## src/rtl/aes_ctrl_pkg.sv

```systemverilog
// Shared definitions for the AES control slice.
// Holds the arbiter state encoding and the default block length so that
// the arbiter, the byte selector and later arbiters agree on them.
package aes_ctrl_pkg;

    typedef enum logic [1:0] {
        ST_IDLE  = 2'd0,
        ST_BUSY1 = 2'd1,
        ST_BUSY2 = 2'd2
    } arbState_t;

    localparam int DEFAULT_BLOCK_BYTES = 16;

endpackage

```

## src/rtl/rr_pick2.sv

```systemverilog
// Combinational two-way round-robin picker.
// Ports:
//   Req1, Req2  - pending requests
//   LastGrant2  - 1 when source 2 was served last, 0 when source 1 was
//   Pick1/Pick2 - one-hot (or zero) choice of the source to serve next
// On a tie the source that was not served last wins.
module rr_pick2 (
    input  logic Req1,
    input  logic Req2,
    input  logic LastGrant2,
    output logic Pick1,
    output logic Pick2
);

    assign Pick1 = Req1 & (~Req2 | LastGrant2);
    assign Pick2 = Req2 & (~Req1 | ~LastGrant2);

endmodule

```

## src/rtl/byte_source_arbiter.sv

```systemverilog
// Arbitrates the shared 2:1 byte path into the AES core between two byte
// sources. A granted source owns the path for BLOCK_BYTES strobes, then the
// path returns to IDLE for at least one cycle and round-robin picks again.
//
// Ports:
//   Clk, Reset               - clock, asynchronous active-high reset
//   Req1, Req2               - level block requests, held until granted
//   ByteStrobe1, ByteStrobe2 - byte-ready strobes, one byte per high cycle
//   Grant1, Grant2           - path owner
//   Select                   - byte-mux select (0 = source 1, 1 = source 2)
//   Busy                     - a block is in progress
//   ByteCount                - bytes accepted in the current block
//   BlockDone                - one-cycle pulse after the last byte
//   Timeout                  - one-cycle pulse on a stalled-block abort
//
// Build option: define ARB_TIMEOUT_EN to abort a block after TIMEOUT_CYCLES
// cycles without a counted strobe. Without it Timeout is tied low and a
// block waits indefinitely.
//
// state    | meaning
// ST_IDLE  | no owner, arbitrate pending requests
// ST_BUSY1 | source 1 owns the path, counting ByteStrobe1
// ST_BUSY2 | source 2 owns the path, counting ByteStrobe2
module byte_source_arbiter
    import aes_ctrl_pkg::*;
#(
    parameter int BLOCK_BYTES    = DEFAULT_BLOCK_BYTES,
    parameter int CNT_W          = 8,
    parameter int TIMEOUT_CYCLES = 255
) (
    input  logic             Clk,
    input  logic             Reset,
    input  logic             Req1,
    input  logic             Req2,
    input  logic             ByteStrobe1,
    input  logic             ByteStrobe2,
    output logic             Grant1,
    output logic             Grant2,
    output logic             Select,
    output logic             Busy,
    output logic [CNT_W-1:0] ByteCount,
    output logic             BlockDone,
    output logic             Timeout
);

    arbState_t state;
    logic      lastGrant2;
    logic      pick1;
    logic      pick2;
    logic      strobeSel;
    logic      lastByte;

    rr_pick2 uPick (
        .Req1       (Req1),
        .Req2       (Req2),
        .LastGrant2 (lastGrant2),
        .Pick1      (pick1),
        .Pick2      (pick2)
    );

    // Only the owner's strobe is ever looked at; the other one is ignored.
    assign strobeSel = (state == ST_BUSY2) ? ByteStrobe2 : ByteStrobe1;
    assign lastByte  = (ByteCount == CNT_W'(BLOCK_BYTES - 1));

`ifdef ARB_TIMEOUT_EN
    localparam int IDLE_W = $clog2(TIMEOUT_CYCLES + 1);

    // Down-counter of strobe-less cycles still allowed; the abort fires on
    // the stalled cycle that finds it already at zero.
    logic [IDLE_W-1:0] idleLeft;
`else
    logic unusedTimeoutCfg;
    assign unusedTimeoutCfg = ^TIMEOUT_CYCLES;
    assign Timeout = 1'b0;
`endif

    always_ff @(posedge Clk or posedge Reset) begin
        if (Reset) begin
            state      <= ST_IDLE;
            lastGrant2 <= 1'b1;
            Grant1     <= 1'b0;
            Grant2     <= 1'b0;
            Select     <= 1'b0;
            Busy       <= 1'b0;
            ByteCount  <= '0;
            BlockDone  <= 1'b0;
`ifdef ARB_TIMEOUT_EN
            Timeout    <= 1'b0;
            idleLeft   <= '0;
`endif
        end else begin
            BlockDone <= 1'b0;
`ifdef ARB_TIMEOUT_EN
            Timeout   <= 1'b0;
`endif
            case (state)
                ST_IDLE: begin
                    // Select only moves here, so the mux never switches mid-block.
                    if (pick1 || pick2) begin
                        state     <= pick2 ? ST_BUSY2 : ST_BUSY1;
                        Grant1    <= pick1;
                        Grant2    <= pick2;
                        Select    <= pick2;
                        Busy      <= 1'b1;
                        ByteCount <= '0;
`ifdef ARB_TIMEOUT_EN
                        idleLeft  <= IDLE_W'(TIMEOUT_CYCLES - 1);
`endif
                    end
                end
                ST_BUSY1, ST_BUSY2: begin
                    if (strobeSel) begin
`ifdef ARB_TIMEOUT_EN
                        idleLeft <= IDLE_W'(TIMEOUT_CYCLES - 1);
`endif
                        if (lastByte) begin
                            state      <= ST_IDLE;
                            Grant1     <= 1'b0;
                            Grant2     <= 1'b0;
                            Busy       <= 1'b0;
                            ByteCount  <= '0;
                            BlockDone  <= 1'b1;
                            lastGrant2 <= (state == ST_BUSY2);
                        end else begin
                            ByteCount <= ByteCount + CNT_W'(1);
                        end
                    end
`ifdef ARB_TIMEOUT_EN
                    else if (idleLeft == '0) begin
                        state      <= ST_IDLE;
                        Grant1     <= 1'b0;
                        Grant2     <= 1'b0;
                        Busy       <= 1'b0;
                        ByteCount  <= '0;
                        Timeout    <= 1'b1;
                        lastGrant2 <= (state == ST_BUSY2);
                    end else begin
                        idleLeft <= idleLeft - IDLE_W'(1);
                    end
`endif
                end
                default: begin
                    state  <= ST_IDLE;
                    Grant1 <= 1'b0;
                    Grant2 <= 1'b0;
                    Busy   <= 1'b0;
                end
            endcase
        end
    end

endmodule

```

## config.mk

```make
export PLATFORM = sky130hd
export DESIGN_NAME = byte_source_arbiter
export DESIGN_NICKNAME = d
export VERILOG_FILES = /design/src/rtl/aes_ctrl_pkg.sv /design/src/rtl/rr_pick2.sv /design/src/rtl/byte_source_arbiter.sv
export SDC_FILE = /design/constraint.sdc
export NUM_CORES = 1
export LEC_CHECK = 0
export ABC_AREA = 0
export ABC_CLOCK_PERIOD_IN_PS = 2700
export BUFFER_PORTS_ARGS = -buffer_cell sky130_fd_sc_hd__buf_2
export CAP_MARGIN = 20
export CORE_MARGIN = 2
export CORE_UTILIZATION = 51
export DETAILED_ROUTE_END_ITERATION = 12
export GPL_TIMING_DRIVEN = 0
export PLACE_DENSITY = 0.77
export REMOVE_ABC_BUFFERS = 1
export SLEW_MARGIN = 25
export SYNTH_ARGS = -nofsm -noshare
export SYNTH_HDL_FRONTEND = slang
export SYNTH_SLANG_ARGS = --single-unit
```

## constraint.sdc

```tcl
create_clock -name Clk -period 2.7 [get_ports Clk]
set_clock_uncertainty 0.15 [all_clocks]
set_input_delay 0.405 -clock Clk [delete_from_list [all_inputs] [get_ports Clk]]
set_output_delay 0.405 -clock Clk [all_outputs]
set_load 0.02 [all_outputs]
```

; Word level (Yosys, flattened, before mapping)
; Cells that the tools add are included.
[classes]
add_sub_neg = 1
eq_ne = 6
muxes = 21
bitwise_logic = 7
n_reduce_logical = 8
[ops]
columns = operator, count
row1 = 8-bit 2-to-1 mux, 3
row2 = 8-bit case mux with 2 select lines, 1
row3 = 1-bit 2-to-1 mux, 9
row4 = 3-bit AND reduction, 3
row5 = 8-bit by 1-bit adder with 8-bit output (second input constant), 1
row6 = 8-bit by 4-bit == test with 1-bit output (second input constant), 1
row7 = 2-bit 2-to-1 mux, 4
row8 = 2-bit != test (second input constant), 3
row9 = 1-bit case mux with 2 select lines, 3
row10 = 2-bit case mux with 2 select lines, 1
row11 = 1-bit NOT, 3
row12 = 1-bit bitwise AND, 2
row13 = 2-bit by 1-bit == test with 1-bit output (second input constant), 1
row14 = 2-bit == test (second input constant), 1
row15 = 2-bit logical NOT, 1
row16 = 1-bit bitwise OR, 2
row17 = 2-bit AND reduction, 1
row18 = 2-bit nonzero test, 1
row19 = 2-bit OR reduction, 1
row20 = 1-bit logical OR, 1
[word_totals]
reg_bits = 16
in_bits = 6
output_inout_bits = 14
wordCells = 51

; Depth between registers and ports, before layout
[depth]
depth_word = 6
mapped_depth = 8
ltp_nobuf = 6

; By module
; Synthesis repeated with hierarchy kept, for this count alone.
[hier_totals]
hier_cells = 88
area_unflattened_um2 = 867.1
[by_module_without_submodules]
columns = mod, n_inst, cells_per_inst, area_per_inst_um2, seq_area_each_um2
row1 = byte_source_arbiter, 1, 85, 848.3, 376.6
row2 = rr_pick2, 1, 3, 18.8, 0.0

; Worst setup path after synthesis
; Ideal clock, no wire load.
[synth_timing]
kind = reg2reg
from = register, netlist name Grant2
to = register ByteCount[3]
setup_time_ps = 87
t_arrival_ps = 1792
required_time_ps = 2463
slack_ps = 671
path_stages_with_launch = 7
path_buffers = 0
period_less_slack_ps = 2029
path_cell_list = dfrtp_1 > inv_1 > ha_1 > inv_1 > or3_1 > or3_1 > o211ai_1
[synth_rtl]
columns = item, line_no
row1 = to (signal assigned), byte_source_arbiter.sv:125  ; ByteCount <= ByteCount + CNT_W'(1);
row2 = to (decl), byte_source_arbiter.sv:41  ; output logic [CNT_W-1:0] ByteCount,

==> reports/results.tsv <==
metric	value	unit
adder-cell area share of the yosys netlist	0.0458	
max-slew headroom at the worst pin	0.623	
DR iter-0 viols	7	
maximum level of the CTS H-tree	1	
maximum number of pins on one net before global-route repair	16	
number of max-slew violations in the final report	0	
worst min path class	input pin to async pin	
endpoint kind of the worst setup timing path	register	
area share of and/or/nand/nor cells after synthesis	0.232	
Synth Flop Type	dfrtp_1	
Post-synth EDFFs	0	
list of most frequent post-synthesis cells	dfrtp_1 (14), nand2_1 (13), o21ai_0 (11)	
peak supply drop	0.000459	V
fraction of layout instances using a drive strength above 1	0.243	
cell type of the slowest stage on the worst timing path	nor3b_1	
met3 routed wirelength	82	um
die outline width	44.1	um
unrepaired setup endpoints after global routing	false	
xor-xnor portion of the synthesized cell area	0.0107	
actual transition at the worst max-transition pin	564	ps
Antenna Diode Count	0	
placed standard-cell area	912	um2
dominant combinational cell family by area after synthesis	simple AND/OR/NAND/NOR gates	
fraction of synthesized area in multiplexers	0.0122	
sequential cell area	377	um2
hold buffer count at cts	0	
floorplan row count	14	
power density normalized to cell area	918	nW/um2
number of nets in the final layout	121	
achievable frequency	464	MHz
routed wl met2	681	um
number of fillers in the final layout	140	
maximum fanout along the worst path	10	
Detail Route Antenna Nets	0	
global-route congestion overflow total	0	
area of the die	1940	um2
footprint of the multi-input gates	395	um2
vias after detailed routing	708	
Final Hold Violating Endpoints	0	
clock slew at the register clock pins of the worst setup and hold paths	90	ps
vias per inst	5.57	
number of sinks handled by clock tree synthesis	15	
Total GRT Usage	0.195	
delay-heaviest family, CP	compound AO/OA/AOI/OAI gates	
post-route fraction of the period consumed by the critical path	0.797	
detailed-routing wirelength on met1	766	um
sequential fraction of the synthesis area	0.460	
Resized Gates After CTS	0	
crit path DAT	2200	ps
max-cap viol count	0	
Final HPWL DP	1160	um
CTS tree	done	
Pleak	0.455	nW
Crit path largest cell delay	500	ps
IO Pins	20	
cell taking the most area after synthesis	dfrtp_1	
clock latency of the later-clocked register in the worst-skew pair	290	ps
Syn. warnings	0	
total wire length after detailed routing	1570	um
post-synthesis async set-or-reset flop share	1.00	
standard cell core area	1510	um2
starting utilization of the core area	0.544	
area fraction in compound gates after synthesis	0.177	
die height	44.1	um
synthesized instance count	92	
run status	finished, final reports clean	
first-pass GRT wire length	2730	um
final count of negative-setup-slack endpoints	0	
portion of synthesized cell area occupied by the leading cell type	0.427	
Pre-antenna DRT Iters	4	
Synth cell types	31	
Port Buf Inserts	18	
count leader, synth	dfrtp_1	
netlist area before placement	820	um2
mean instance size in the synthesized netlist	8.91	um2
most area-consuming cells after synthesis	dfrtp_1 (43%), o21ai_0 (6.7%), nand2_1 (6.0%)	
CP cell instances	inv_1 -> ha_1 -> nor3b_1 -> a211o_1 -> a21oi_1 -> o21ai_0	
top routing layer used	met4	
largest buffer count on any clock path	2	
hold slack final	3.75	ps
utilization after layout	0.623	
number of global-route vias before repair	640	
CTS buffer count	3	
critical path required time	2750	ps
Final Cell Area	938	um2
detailed-route DRC error count	0	
classification of the worst setup path	register to register	
buffers inserted during post-CTS setup optimization	0	
#FFs+latches synth	15	
area added between synthesis and finish	14.5	%
crit start category	register	
final worst path period need	2150	ps
total buffers and inverters traversed by the critical path	1	
clock tree root driver cell	clkbuf_4	
global placer's final weighted congestion	0.818	
initial antenna violation count	0	
total negative setup slack	0	ps
mean routed wirelength per cell	12.4	um
==> through the flow <==
| step | power [W] | setup WS [ps] | instances |
|---|---|---|---|
| 2_1_floorplan | 0.000623 | 671 | 89 |
| 3_3_place_gp | 0.000721 | 648 | 123 |
| 3_5_place_dp | 0.000736 | 650 | 123 |
| 4_1_cts | 0.000863 | 577 | 127 |
| 5_1_grt | 0.000937 | 341 | 127 |
| 6_report | 0.000862 | 547 | 127 |
==> layout by cell type (no fill, tap or decap), types with 2 or more instances in the layout <==
cell type,synthesis,routed
buf_2,2,18
nor3_1,2,2
inv_1,8,8
nand3_1,6,6
nand2_1,13,13
ha_1,3,3
o21ai_0,11,11
or3_1,4,4
o31ai_1,2,2
a21oi_1,5,5
o211ai_1,2,2
dfrtp_1,14,14
nor2_1,2,2
clkbuf_4,0,3
==> path summary, 6_finish.rpt <==
check | start | end | slack [ps] | cells after the start
min in group Clk | ByteStrobe1 | lastGrant2 | 280 | 3
worst min register to register | Grant1 | Grant1 | 350 | 2
worst min-delay path | Reset | ByteCount[4] | 4 | 2
worst max-delay path | Grant2 | ByteCount[6] | 550 | 6
max in group asynchronous | Reset | Busy | 2020 | 2
worst max register to register | Grant2 | ByteCount[6] | 550 | 6
==> cell families (layout without fill, tap and decap cells) <==
kind of cell | count (synthesis) | after routing
simple gates | 36 | 36
compound gates | 24 | 24
flops | 15 | 15
buf+inv | 11 | 30
fa+ha+maj | 3 | 3
other cells | 1 | 1
xor+xnor | 1 | 1
mux | 1 | 1
==> area by class of cell <==
class	instances	share of cell area
Clock buffer	4	0.0280
Tap cell	16	0.0213
Inverter	8	0.0320
Sequential cell	15	0.401
Multi-Input combinational cell	66	0.421
Timing Repair Buffer	18	0.0960
==> worst reg2reg max path: cells and delay by family, from the launching register on <==
kind	cells	cell delay [ps]
and+or+nand+nor	1	500
buffers and inverters	1	90
adders and majority gates	1	300
DFF	1	410
AOI/OAI and AO/OA	3	620
==> where the power goes <==
| part | internal, W | switching [W] |
|---|---|---|
| Clock | 0.0000575 | 0.0000689 |
| Sequential | 0.000276 | 0.0000369 |
| Combinational | 0.000147 | 0.000276 |
| Total | 0.000480 | 0.000382 |
==> sequential cells by signal (all words and copies together) (netlist names) <==
signal and cells:
state 1, Grant2 1, Select 1, BlockDone 1, ByteCount 8, Busy 1, Grant1 1, lastGrant2 1
==> routing by layer <==
metal / GRT usage / vias up
met3: 0.0449 / 5
met5: 0 / -
met4: 0.133 / 0
met1: 0.260 / 322
li1: - / 361
met2: 0.282 / 20
No activity file was read; power rests on OpenSTA's default activity.
